===== config.mk =====
export PLATFORM = sky130hd
export DESIGN_NAME = gat_layer_scheduler
export DESIGN_NICKNAME = d
export VERILOG_FILES = /design/src/rtl/gat_sched_pkg.sv /design/src/rtl/gat_feat_reader.sv /design/src/rtl/gat_layer_scheduler.sv
export SDC_FILE = /design/constraint.sdc
export NUM_CORES = 1
export LEC_CHECK = 0
export BUFFER_PORTS_ARGS = -buffer_cell sky130_fd_sc_hd__buf_2
export CORE_UTILIZATION = 25
export DETAILED_ROUTE_END_ITERATION = 8
export SLEW_MARGIN = 15
export SYNTH_ARGS = -nofsm -noshare
export SYNTH_HDL_FRONTEND = slang
export SYNTH_SLANG_ARGS = --single-unit

===== constraint.sdc =====
create_clock -name clk -period 3.6 [get_ports clk]
set_input_delay 0.18 -clock clk [delete_from_list [all_inputs] [get_ports clk]]
set_output_delay 0.18 -clock clk [all_outputs]
set_load 0.1 [all_outputs]

===== src/rtl/gat_sched_pkg.sv =====
`default_nettype none
// ============================================================================
// gat_sched_pkg: shared types and constants for the GAT layer scheduler
// Revision: 1.0
// ============================================================================
package gat_sched_pkg;

  typedef enum logic [2:0] {
    S_IDLE      = 3'd0,
    S_WAIT_LOAD = 3'd1,
    S_KICK      = 3'd2,
    S_WAIT_CORE = 3'd3,
    S_DRAIN     = 3'd4,
    S_NEXT      = 3'd5
  } sched_state_e;

  localparam int FIFO_DEPTH = 4;
  localparam int CNT_W      = 3;

  typedef logic [1:0] layer_idx_t;

endpackage
`default_nettype wire


===== src/rtl/gat_feat_reader.sv =====
`default_nettype none
// ============================================================================
// gat_feat_reader: feature BRAM address generator, latency pipe and credit FIFO
// Revision: 1.0
// ============================================================================
module gat_feat_reader
  import gat_sched_pkg::*;
#(
  parameter int DATA_WIDTH = 8,
  parameter int DEPTH      = 43328,
  parameter int ADDR_W     = $clog2(DEPTH),
  parameter int RD_LATENCY = 2
) (
  input  logic                  clk,
  input  logic                  rst,
  input  logic                  i_clear,
  input  logic                  i_flush,
  input  logic                  i_en,
  output logic [ADDR_W-1:0]     o_addr,
  input  logic [DATA_WIDTH-1:0] i_dout,
  output logic [DATA_WIDTH-1:0] o_data,
  output logic                  o_valid,
  output logic                  o_last,
  input  logic                  i_ready,
  output logic                  o_done
);

  localparam logic [CNT_W:0] c_fifo_lim = (CNT_W+1)'(FIFO_DEPTH);

  logic [ADDR_W-1:0]     r_addr;
  logic                  r_all_issued;
  logic                  r_epoch;
  logic [RD_LATENCY-1:0] r_pv;
  logic [RD_LATENCY-1:0] r_pe;
  logic [RD_LATENCY-1:0] r_pl;
  logic [DATA_WIDTH-1:0] r_fd [FIFO_DEPTH];
  logic [FIFO_DEPTH-1:0] r_fl;
  logic [1:0]            r_wp;
  logic [1:0]            r_rp;
  logic [CNT_W-1:0]      r_cnt;

  logic [CNT_W-1:0] w_inflight;
  logic [CNT_W:0]   w_used;
  logic             w_issue;
  logic             w_push;
  logic             w_pop;
  logic             w_last_addr;

  always_comb begin
    w_inflight = '0;
    for (int i = 0; i < RD_LATENCY; i++) begin
      w_inflight = w_inflight + CNT_W'(r_pv[i]);
    end
  end

  // A slot freed by this cycle's pop may be re-credited immediately
  assign w_used      = {1'b0, r_cnt} + {1'b0, w_inflight};
  assign w_last_addr = (r_addr == ADDR_W'(DEPTH - 1));
  assign w_issue     = i_en & ~r_all_issued & (w_used < c_fifo_lim + {{CNT_W{1'b0}}, w_pop});
  assign w_push      = r_pv[RD_LATENCY-1] & (r_pe[RD_LATENCY-1] == r_epoch);
  assign o_valid     = (r_cnt != '0);
  assign w_pop       = o_valid & i_ready;
  assign o_data      = r_fd[r_rp];
  assign o_last      = o_valid & r_fl[r_rp];
  assign o_done      = w_pop & r_fl[r_rp];
  assign o_addr      = r_addr;

  always_ff @(posedge clk or posedge rst) begin
    if (rst) begin
      r_addr       <= '0;
      r_all_issued <= 1'b0;
      r_epoch      <= 1'b0;
      r_pv         <= '0;
      r_pe         <= '0;
      r_pl         <= '0;
      r_fl         <= '0;
      r_wp         <= '0;
      r_rp         <= '0;
      r_cnt        <= '0;
      for (int i = 0; i < FIFO_DEPTH; i++) begin
        r_fd[i] <= '0;
      end
    end else begin
      for (int i = RD_LATENCY - 1; i > 0; i--) begin
        r_pv[i] <= r_pv[i-1];
        r_pe[i] <= r_pe[i-1];
        r_pl[i] <= r_pl[i-1];
      end
      r_pv[0] <= w_issue;
      r_pe[0] <= r_epoch;
      r_pl[0] <= w_last_addr;
      // Flipping the epoch orphans reads still in the pipe; they are dropped on return
      if (i_flush) begin
        r_epoch      <= ~r_epoch;
        r_addr       <= '0;
        r_all_issued <= 1'b0;
        r_wp         <= '0;
        r_rp         <= '0;
        r_cnt        <= '0;
      end else begin
        if (i_clear) begin
          r_addr       <= '0;
          r_all_issued <= 1'b0;
        end else if (w_issue) begin
          if (w_last_addr) r_all_issued <= 1'b1;
          else             r_addr       <= r_addr + 1'b1;
        end
        if (w_push) begin
          r_fd[r_wp] <= i_dout;
          r_fl[r_wp] <= r_pl[RD_LATENCY-1];
          r_wp       <= r_wp + 1'b1;
        end
        if (w_pop) r_rp <= r_rp + 1'b1;
        r_cnt <= r_cnt + CNT_W'(w_push) - CNT_W'(w_pop);
      end
    end
  end

endmodule
`default_nettype wire


===== src/rtl/gat_layer_scheduler.sv =====
`default_nettype none
// ============================================================================
// gat_layer_scheduler: multi-layer GAT run sequencer; define GAT_SCHED_PERF_EN
// to enable the WAIT_CORE cycle counter on perf_cycles.   Revision: 1.0
// ============================================================================
module gat_layer_scheduler
  import gat_sched_pkg::*;
#(
  parameter int NUM_LAYERS        = 2,
  parameter int DATA_WIDTH        = 8,
  parameter int NEW_FEATURE_DEPTH = 43328,
  parameter int FEAT_ADDR_W       = $clog2(NEW_FEATURE_DEPTH),
  parameter int RD_LATENCY        = 2,
  parameter int TIMEOUT_CYCLES    = 2**24
) (
  input  logic                   clk,
  input  logic                   rst,
  input  logic                   start,
  input  logic                   abort,
  output logic                   busy,
  output logic                   done,
  output logic                   error,
  output layer_idx_t             layer_idx,
  output logic                   load_req,
  input  logic                   h_data_bram_load_done,
  input  logic                   h_node_info_bram_load_done,
  input  logic                   wgt_bram_load_done,
  output logic                   gat_layer,
  output logic                   gat_start,
  input  logic                   gat_ready,
  output logic [FEAT_ADDR_W-1:0] feat_bram_addrb,
  input  logic [DATA_WIDTH-1:0]  feat_bram_dout,
  output logic [DATA_WIDTH-1:0]  m_feat_data,
  output logic                   m_feat_valid,
  output logic                   m_feat_last,
  input  logic                   m_feat_ready,
  output logic [31:0]            perf_cycles
);

  localparam int TMO_W = $clog2(TIMEOUT_CYCLES) + 1;

  sched_state_e     r_state;
  logic             r_ready_q;
  logic [TMO_W-1:0] r_tmo;
  logic             w_edge;
  logic             w_drain_done;
  logic             w_loads_ok;

  assign w_edge     = gat_ready & ~r_ready_q;
  assign w_loads_ok = h_data_bram_load_done & h_node_info_bram_load_done & wgt_bram_load_done;
  assign gat_layer  = layer_idx[0];

  gat_feat_reader #(
    .DATA_WIDTH (DATA_WIDTH),
    .DEPTH      (NEW_FEATURE_DEPTH),
    .ADDR_W     (FEAT_ADDR_W),
    .RD_LATENCY (RD_LATENCY)
  ) u_reader (
    .clk     (clk),
    .rst     (rst),
    .i_clear (r_state == S_KICK),
    .i_flush (abort),
    .i_en    (r_state == S_DRAIN),
    .o_addr  (feat_bram_addrb),
    .i_dout  (feat_bram_dout),
    .o_data  (m_feat_data),
    .o_valid (m_feat_valid),
    .o_last  (m_feat_last),
    .i_ready (m_feat_ready),
    .o_done  (w_drain_done)
  );

  always_ff @(posedge clk or posedge rst) begin
    if (rst) begin
      r_state   <= S_IDLE;
      r_ready_q <= 1'b0;
      r_tmo     <= '0;
      busy      <= 1'b0;
      done      <= 1'b0;
      error     <= 1'b0;
      layer_idx <= '0;
      load_req  <= 1'b0;
      gat_start <= 1'b0;
    end else begin
      r_ready_q <= gat_ready;
      done      <= 1'b0;
      gat_start <= 1'b0;
      // abort outranks everything, including a coincident start in IDLE
      if (abort) begin
        r_state   <= S_IDLE;
        busy      <= 1'b0;
        layer_idx <= '0;
        load_req  <= 1'b0;
      end else begin
        case (r_state)
          S_IDLE: begin
            if (start) begin
              r_state   <= S_WAIT_LOAD;
              busy      <= 1'b1;
              error     <= 1'b0;
              layer_idx <= '0;
              load_req  <= 1'b1;
            end
          end
          S_WAIT_LOAD: begin
            if (w_loads_ok) begin
              load_req  <= 1'b0;
              gat_start <= 1'b1;
              r_state   <= S_KICK;
            end
          end
          S_KICK: begin
            r_tmo   <= '0;
            r_state <= S_WAIT_CORE;
          end
          S_WAIT_CORE: begin
            if (w_edge) begin
              r_state <= S_DRAIN;
            end else if (r_tmo == TMO_W'(TIMEOUT_CYCLES - 1)) begin
              error   <= 1'b1;
              busy    <= 1'b0;
              r_state <= S_IDLE;
            end else begin
              r_tmo <= r_tmo + 1'b1;
            end
          end
          S_DRAIN: begin
            if (w_drain_done) r_state <= S_NEXT;
          end
          S_NEXT: begin
            if (layer_idx == layer_idx_t'(NUM_LAYERS - 1)) begin
              done    <= 1'b1;
              busy    <= 1'b0;
              r_state <= S_IDLE;
            end else begin
              layer_idx <= layer_idx + 1'b1;
              load_req  <= 1'b1;
              r_state   <= S_WAIT_LOAD;
            end
          end
          default: r_state <= S_IDLE;
        endcase
      end
    end
  end

`ifdef GAT_SCHED_PERF_EN
  logic [31:0] r_perf_cnt;

  // Latched value counts the edge cycle itself, i.e. all WAIT_CORE cycles
  always_ff @(posedge clk or posedge rst) begin
    if (rst) begin
      r_perf_cnt  <= '0;
      perf_cycles <= '0;
    end else if (abort) begin
      r_perf_cnt  <= '0;
      perf_cycles <= '0;
    end else if (r_state == S_KICK) begin
      r_perf_cnt <= '0;
    end else if (r_state == S_WAIT_CORE) begin
      if (w_edge) perf_cycles <= (r_perf_cnt == '1) ? r_perf_cnt : r_perf_cnt + 1'b1;
      if (r_perf_cnt != '1) r_perf_cnt <= r_perf_cnt + 1'b1;
    end
  end
`else
  assign perf_cycles = '0;
`endif

endmodule
`default_nettype wire


# Yosys cells after proc, flatten, opt, wreduce, memory -nomap -nowiden

Index checks and enable logic that the tools add are counted.

Flip-flop bits (word level): 103
Bits of input ports: 17
Logic and storage cells: 158
Output and inout bits: 66

Bitwise operators: 15
Reductions and logical operators: 22
Order comparisons: 7
Add/sub/neg operators: 10
Multiplexer cells: 59
Eq/ne operators: 22

Operators with widths:

| cell                  | count |
|---|---|
| $mux 16               | 4 |
| $mux 25               | 2 |
| $pmux 25 s2           | 1 |
| $bwmux 32             | 1 |
| $add 25x1->25 const B | 1 |
| $eq 25x24->1 const B  | 1 |
| $mux 1                | 24 |
| $mux 8                | 3 |
| $mux 3                | 7 |
| $ne 3x3->1 const B    | 7 |
| $pmux 3 s6            | 1 |
| $add 16x1->16 const B | 1 |
| $bmux 8 s2            | 1 |
| $demux 8 s2           | 1 |
| $eq 16x16->1 const B  | 1 |
| $mux 2                | 7 |
| $reduce_and 4->1      | 3 |
| $reduce_bool 3->1     | 4 |
| $reduce_and 5->1      | 2 |
| $and 1x1->1           | 9 |
| $ne 2x2->1 const B    | 4 |
| $reduce_bool 2->1     | 4 |
| $reduce_bool 4->1     | 2 |
| $add 2x1->2 const B   | 3 |
| 29 further kinds      | 41 |

# Logic depth before layout (Yosys ltp)

Word-level depth: 8
Depth in mapped cells: 10
Depth with buffers taken out: 9

# By module

From an unflattened synthesis, not the netlist that was laid out.

Cell total of the unflattened synthesis: 513
Area total of the unflattened synthesis: 5565.3 µm²

By module, submodules not included:

| module              | area each (µm²) | instances | cells an instance | sequential area each (µm²) |
|---|---|---|---|---|
| gat_feat_reader     | 3214.3          | 1         | 249               | 1676.6 |
| gat_layer_scheduler | 2351.0          | 1         | 264               | 900.9 |

# Worst setup path before layout

OpenSTA, ideal clock, no wires.

Kind: register to register
Start: reg u_reader.r_pv[0]
End: reg u_reader.r_addr[3] (netlist: u_reader.o_addr[3])
Library setup time: 78 ps
Required time: 3522 ps
Cell stages (with the launch flop): 10
Clock period less this slack: 3035 ps
Data arrival time: 2956 ps
Path buffers: 1
Setup slack: 565 ps
Cell sequence: dfrtp_1 > ha_1 > ha_1 > fa_1 > or3b_4 > a2111oi_4 > nand2_2 > buf_6 > or4_1 > a21oi_1

Longest elaborated chain between the ends: 6

RTL lines:

| what                             | line                   | RTL |
|---|---|---|
| start: declaration               | gat_feat_reader.sv:33  | `logic [RD_LATENCY-1:0] r_pv;` |
| start signal: indexed assignment | gat_feat_reader.sv:85  | `r_pv[i] <= r_pv[i-1];` |
| start signal: assignment         | gat_feat_reader.sv:89  | `r_pv[0] <= w_issue;` |
| $add 1x1->2                      | gat_feat_reader.sv:52  | `w_inflight = w_inflight + CNT_W'(r_pv[i]);` |
| $add 3x3->4                      | gat_feat_reader.sv:57  | `assign w_used = {1'b0, r_cnt} + {1'b0, w_inflight};` |
| $lt 4x4->1                       | gat_feat_reader.sv:59  | `assign w_issue = i_en & ~r_all_issued & (w_used < c_fifo_lim + {{CNT_W{1'b0}}, w_pop});` |
| $and 1x1->1                      | gat_feat_reader.sv:59  |  |
| $reduce_bool 3->1 (no line)      | n/a                    |  |
| $reduce_and 2->1 (no line)       | n/a                    |  |
| end signal: assignment           | gat_feat_reader.sv:106 | `else r_addr <= r_addr + 1'b1;` |
| end: declaration                 | gat_feat_reader.sv:30  | `logic [ADDR_W-1:0] r_addr;` |

Every way passes these cells.
A chain may end at the register's enable or synchronous reset.

# Worst setup path in the final report

Start: reg u_reader.r_pv[0]
End: reg u_reader.r_addr[4] (netlist: u_reader.o_addr[4])

Same word-level chain as after synthesis.

==> reports/results.ini <==
[setup_path]
critPathKind=reg2reg
crit_top_cell=ha_1
r2r-start=u_reader.r_pv[0]
cp_num_buf_inv=0
cp.arrival_ns=3.49
critPathMaxFanout=12
path_delay_family=simple AND/OR/NAND/NOR gates
crit_path_max_incr_delay_ns=0.55
end_kind=flip-flop
start_kind=flip-flop
crit_chain=ha_1, ha_1, fa_1, or3b_4, a2111oi_4, nand2_2, or4_1, a21oi_1
critPathRequiredTime_ns=3.88
rrSetupSlack_ns=0.38
reg2reg_depth=8
reg2reg_to=u_reader.o_addr[4]
crit_slowest_cell=or4_1

[global_route]
first_global_vias=4019
grt_overflow=0
grt_pass1_wl_mm=20.5
grt_use_total_pct=10.9
antenna_found_initial=0
grt_max_degree=54

[route]
route.detailed.drc=7
vias_per_cell=4.81
postRouteAntennaNets=0
drt_iter0_drc=153
vias=4201
routedWlPerCell_um=14.0
drt-total-wl_mm=12.2
first_pass_iters=6

[synthesis]
synthesis.area_um2=5650
avgSynthCellArea_um2=10.4
synth_cell_types=61
syn_inst=542
synth-edff-count=0
ys.flop_type=dfrtp_1
synthTopCellsByArea=dfrtp_1, mux2_2, buf_4
seq_area_frac_synth_pct=45.6
yosys.area.top_type=dfrtp_1
yosys_warnings=0
yosysTopAreaCellShare_pct=45.6
synthArstFlopShare_pct=100
ys_ff_latch=103

[sta]
rsz0062_at_grt=false
post-route-min-period_ns=3.22
setup_viol=0
max_slew_margin_pct=49.4
skew_ns=0.00563
worstMarginPinSlew_ns=0.752
finalHoldViolCount=0
tns_ns=0
setup_slack_ns=0.384
fmax_mhz=311
fin_crit_sh_pct=89.3
report.final.slew_viol_count=0

[min_path]
hold_depth=2
hp-class=in2reg
worstHoldStart=feat_bram_dout[7]
min_to=u_reader.r_fd[23]

[clock_network]
cts_num_sinks=103
cts_resized=0
root_buffer=clkbuf_16
postCtsHoldBufs=2
h-tree-depth=3
post-cts-setup-buffer-count=0
insertion_delay_ns=0.35
cts_tree=yes
clock_path_buffers=2
clk_pin_slew_ns=0.07
cts_inserted_buffers=9

[finish]
fin_nets=620
drive_above_1_share_pct=22.4
final_cell_mix=dfrtp_1, buf_2, nand2_1, mux2_2, conb_1
mostFrequentLayoutCell=dfrtp_1
syn_to_final_growth_pct=13.3
antenna_cells=0

[die]
die_w_um=152
initial_core_util_pct=25.7
dieArea_um2=23200
io_pins=83
rows=54
core_um2=22000
die_h_um=152

[pwr]
vdd_drop_max_uv=281
p_total_mw=3.03
powerDensity_nw_per_um2=473
leakagePower_nw=3.02

[placed_design]
gp_congestion=0.795
port_buffers=50
pre_cts_ws_ns=0.348
dp_hpwl_mm=8.46

[status]
violations=DRC
outcome=finished with violations

[run]
cap_violations=0

[cells in the mapped netlist, types with 6 or more instances]
library cell and number:
dfrtp_1 103, nand2_1 48, mux2_2 36, buf_4 33
nor2_1 30, a21oi_1 29, nand3_1 21, and3_1 18
clkbuf_1 16, inv_1 15, nand4_1 14, ha_1 12
or4_1 11, o21ai_0 10, mux4_2 9, o31ai_1 9
a31oi_1 8, nand2b_1 8, nor3b_1 8, xor2_1 7
and4_1 6, mux2i_1 6, nor3_1 6
[stage by stage]
step                      area, µm²  hold slack (ns)  util (%)  instances
final                          6400            0.103      29.1        873
after floorplan                5770            0.211         -        573
after global routing           6400            0.102      29.1        873
after detailed placement       6090            0.323      27.6        856
after global placement         6090            0.319      27.6        856
after CTS                      6400           0.0927      29.1        873
[metal layers]
metal  up-vias  part of all wire [%]  global-route usage (%)
li1       2026                     -                       -
met1      2087                    49                    14.8
met2        80                    47                    17.0
met3         8                   3.9                    2.96
met4         0                  0.76                    3.21
met5         -                     0                       0
[area by class of cell]
class	instances	area, µm²
Fill cell	2337	15600
Timing Repair Buffer	59	323
Multi-Input combinational cell	400	2790
Tap cell	280	350
Clock buffer	13	280
Inverter	16	62.6
Clock inverter	2	13.8
Sequential cell	103	2580
[report_power, final]
part	total, mW	internal, mW	leakage [nW]	switching (mW)
Sequential	1.32	1.23	1.38	0.0985
Clock	0.967	0.541	0.148	0.426
Combinational	0.735	0.209	1.48	0.526
[cells by family (layout without fill, tap and decap cells)]
family,after synthesis,count (layout),synth area share (%)
other,1,32,0.0664
multiplexers,51,51,11.8
AO/OA/AOI/OAI,86,86,10.4
AND/OR/NAND/NOR,205,205,19.8
adder cells (fa/ha/maj),14,14,3.37
flip-flops,103,103,45.6
XOR/XNOR,12,12,1.86
buffers and inverters,70,90,7.02
[worst reg2reg max path: stages, from the launching register on]
cell and delay [ns]:
dfrtp_1 0.38, ha_1 0.30, ha_1 0.24, fa_1 0.45, or3b_4 0.42, a2111oi_4 0.43, nand2_2 0.23, or4_1 0.55
a21oi_1 0.15
[state kept, by name, summed over array words and instances, names as in the netlist]
name,cells
u_reader.r_pl,2
gat_start,1
busy,1
error,1
r_ready_q,1
r_tmo,25
done,1
u_reader.r_fd,32
load_req,1
u_reader.o_addr,16
u_reader.r_pe,2
u_reader.r_wp,2
u_reader.r_fl,4
r_state,3
u_reader.r_rp,2
u_reader.r_all_issued,1
u_reader.r_epoch,1
u_reader.r_cnt,3
layer_idx,2
u_reader.r_pv,2
[worst max-delay path by stage]
stage,startpoint,endpoint,slack (ns),cells past startpoint
3_3_place_gp,u_reader.r_pv[0],u_reader.o_addr[5],0.44,8
5_1_grt,u_reader.r_pv[0],u_reader.o_addr[5],0.22,8
6_report,u_reader.r_pv[0],u_reader.o_addr[4],0.38,8
3_5_place_dp,u_reader.r_pv[0],u_reader.o_addr[4],0.35,8
4_1_cts,u_reader.r_pv[0],u_reader.o_addr[4],0.35,8
2_1_floorplan,u_reader.r_pv[0],u_reader.o_addr[3],0.57,9
No activity file was read; power rests on OpenSTA's default activity.
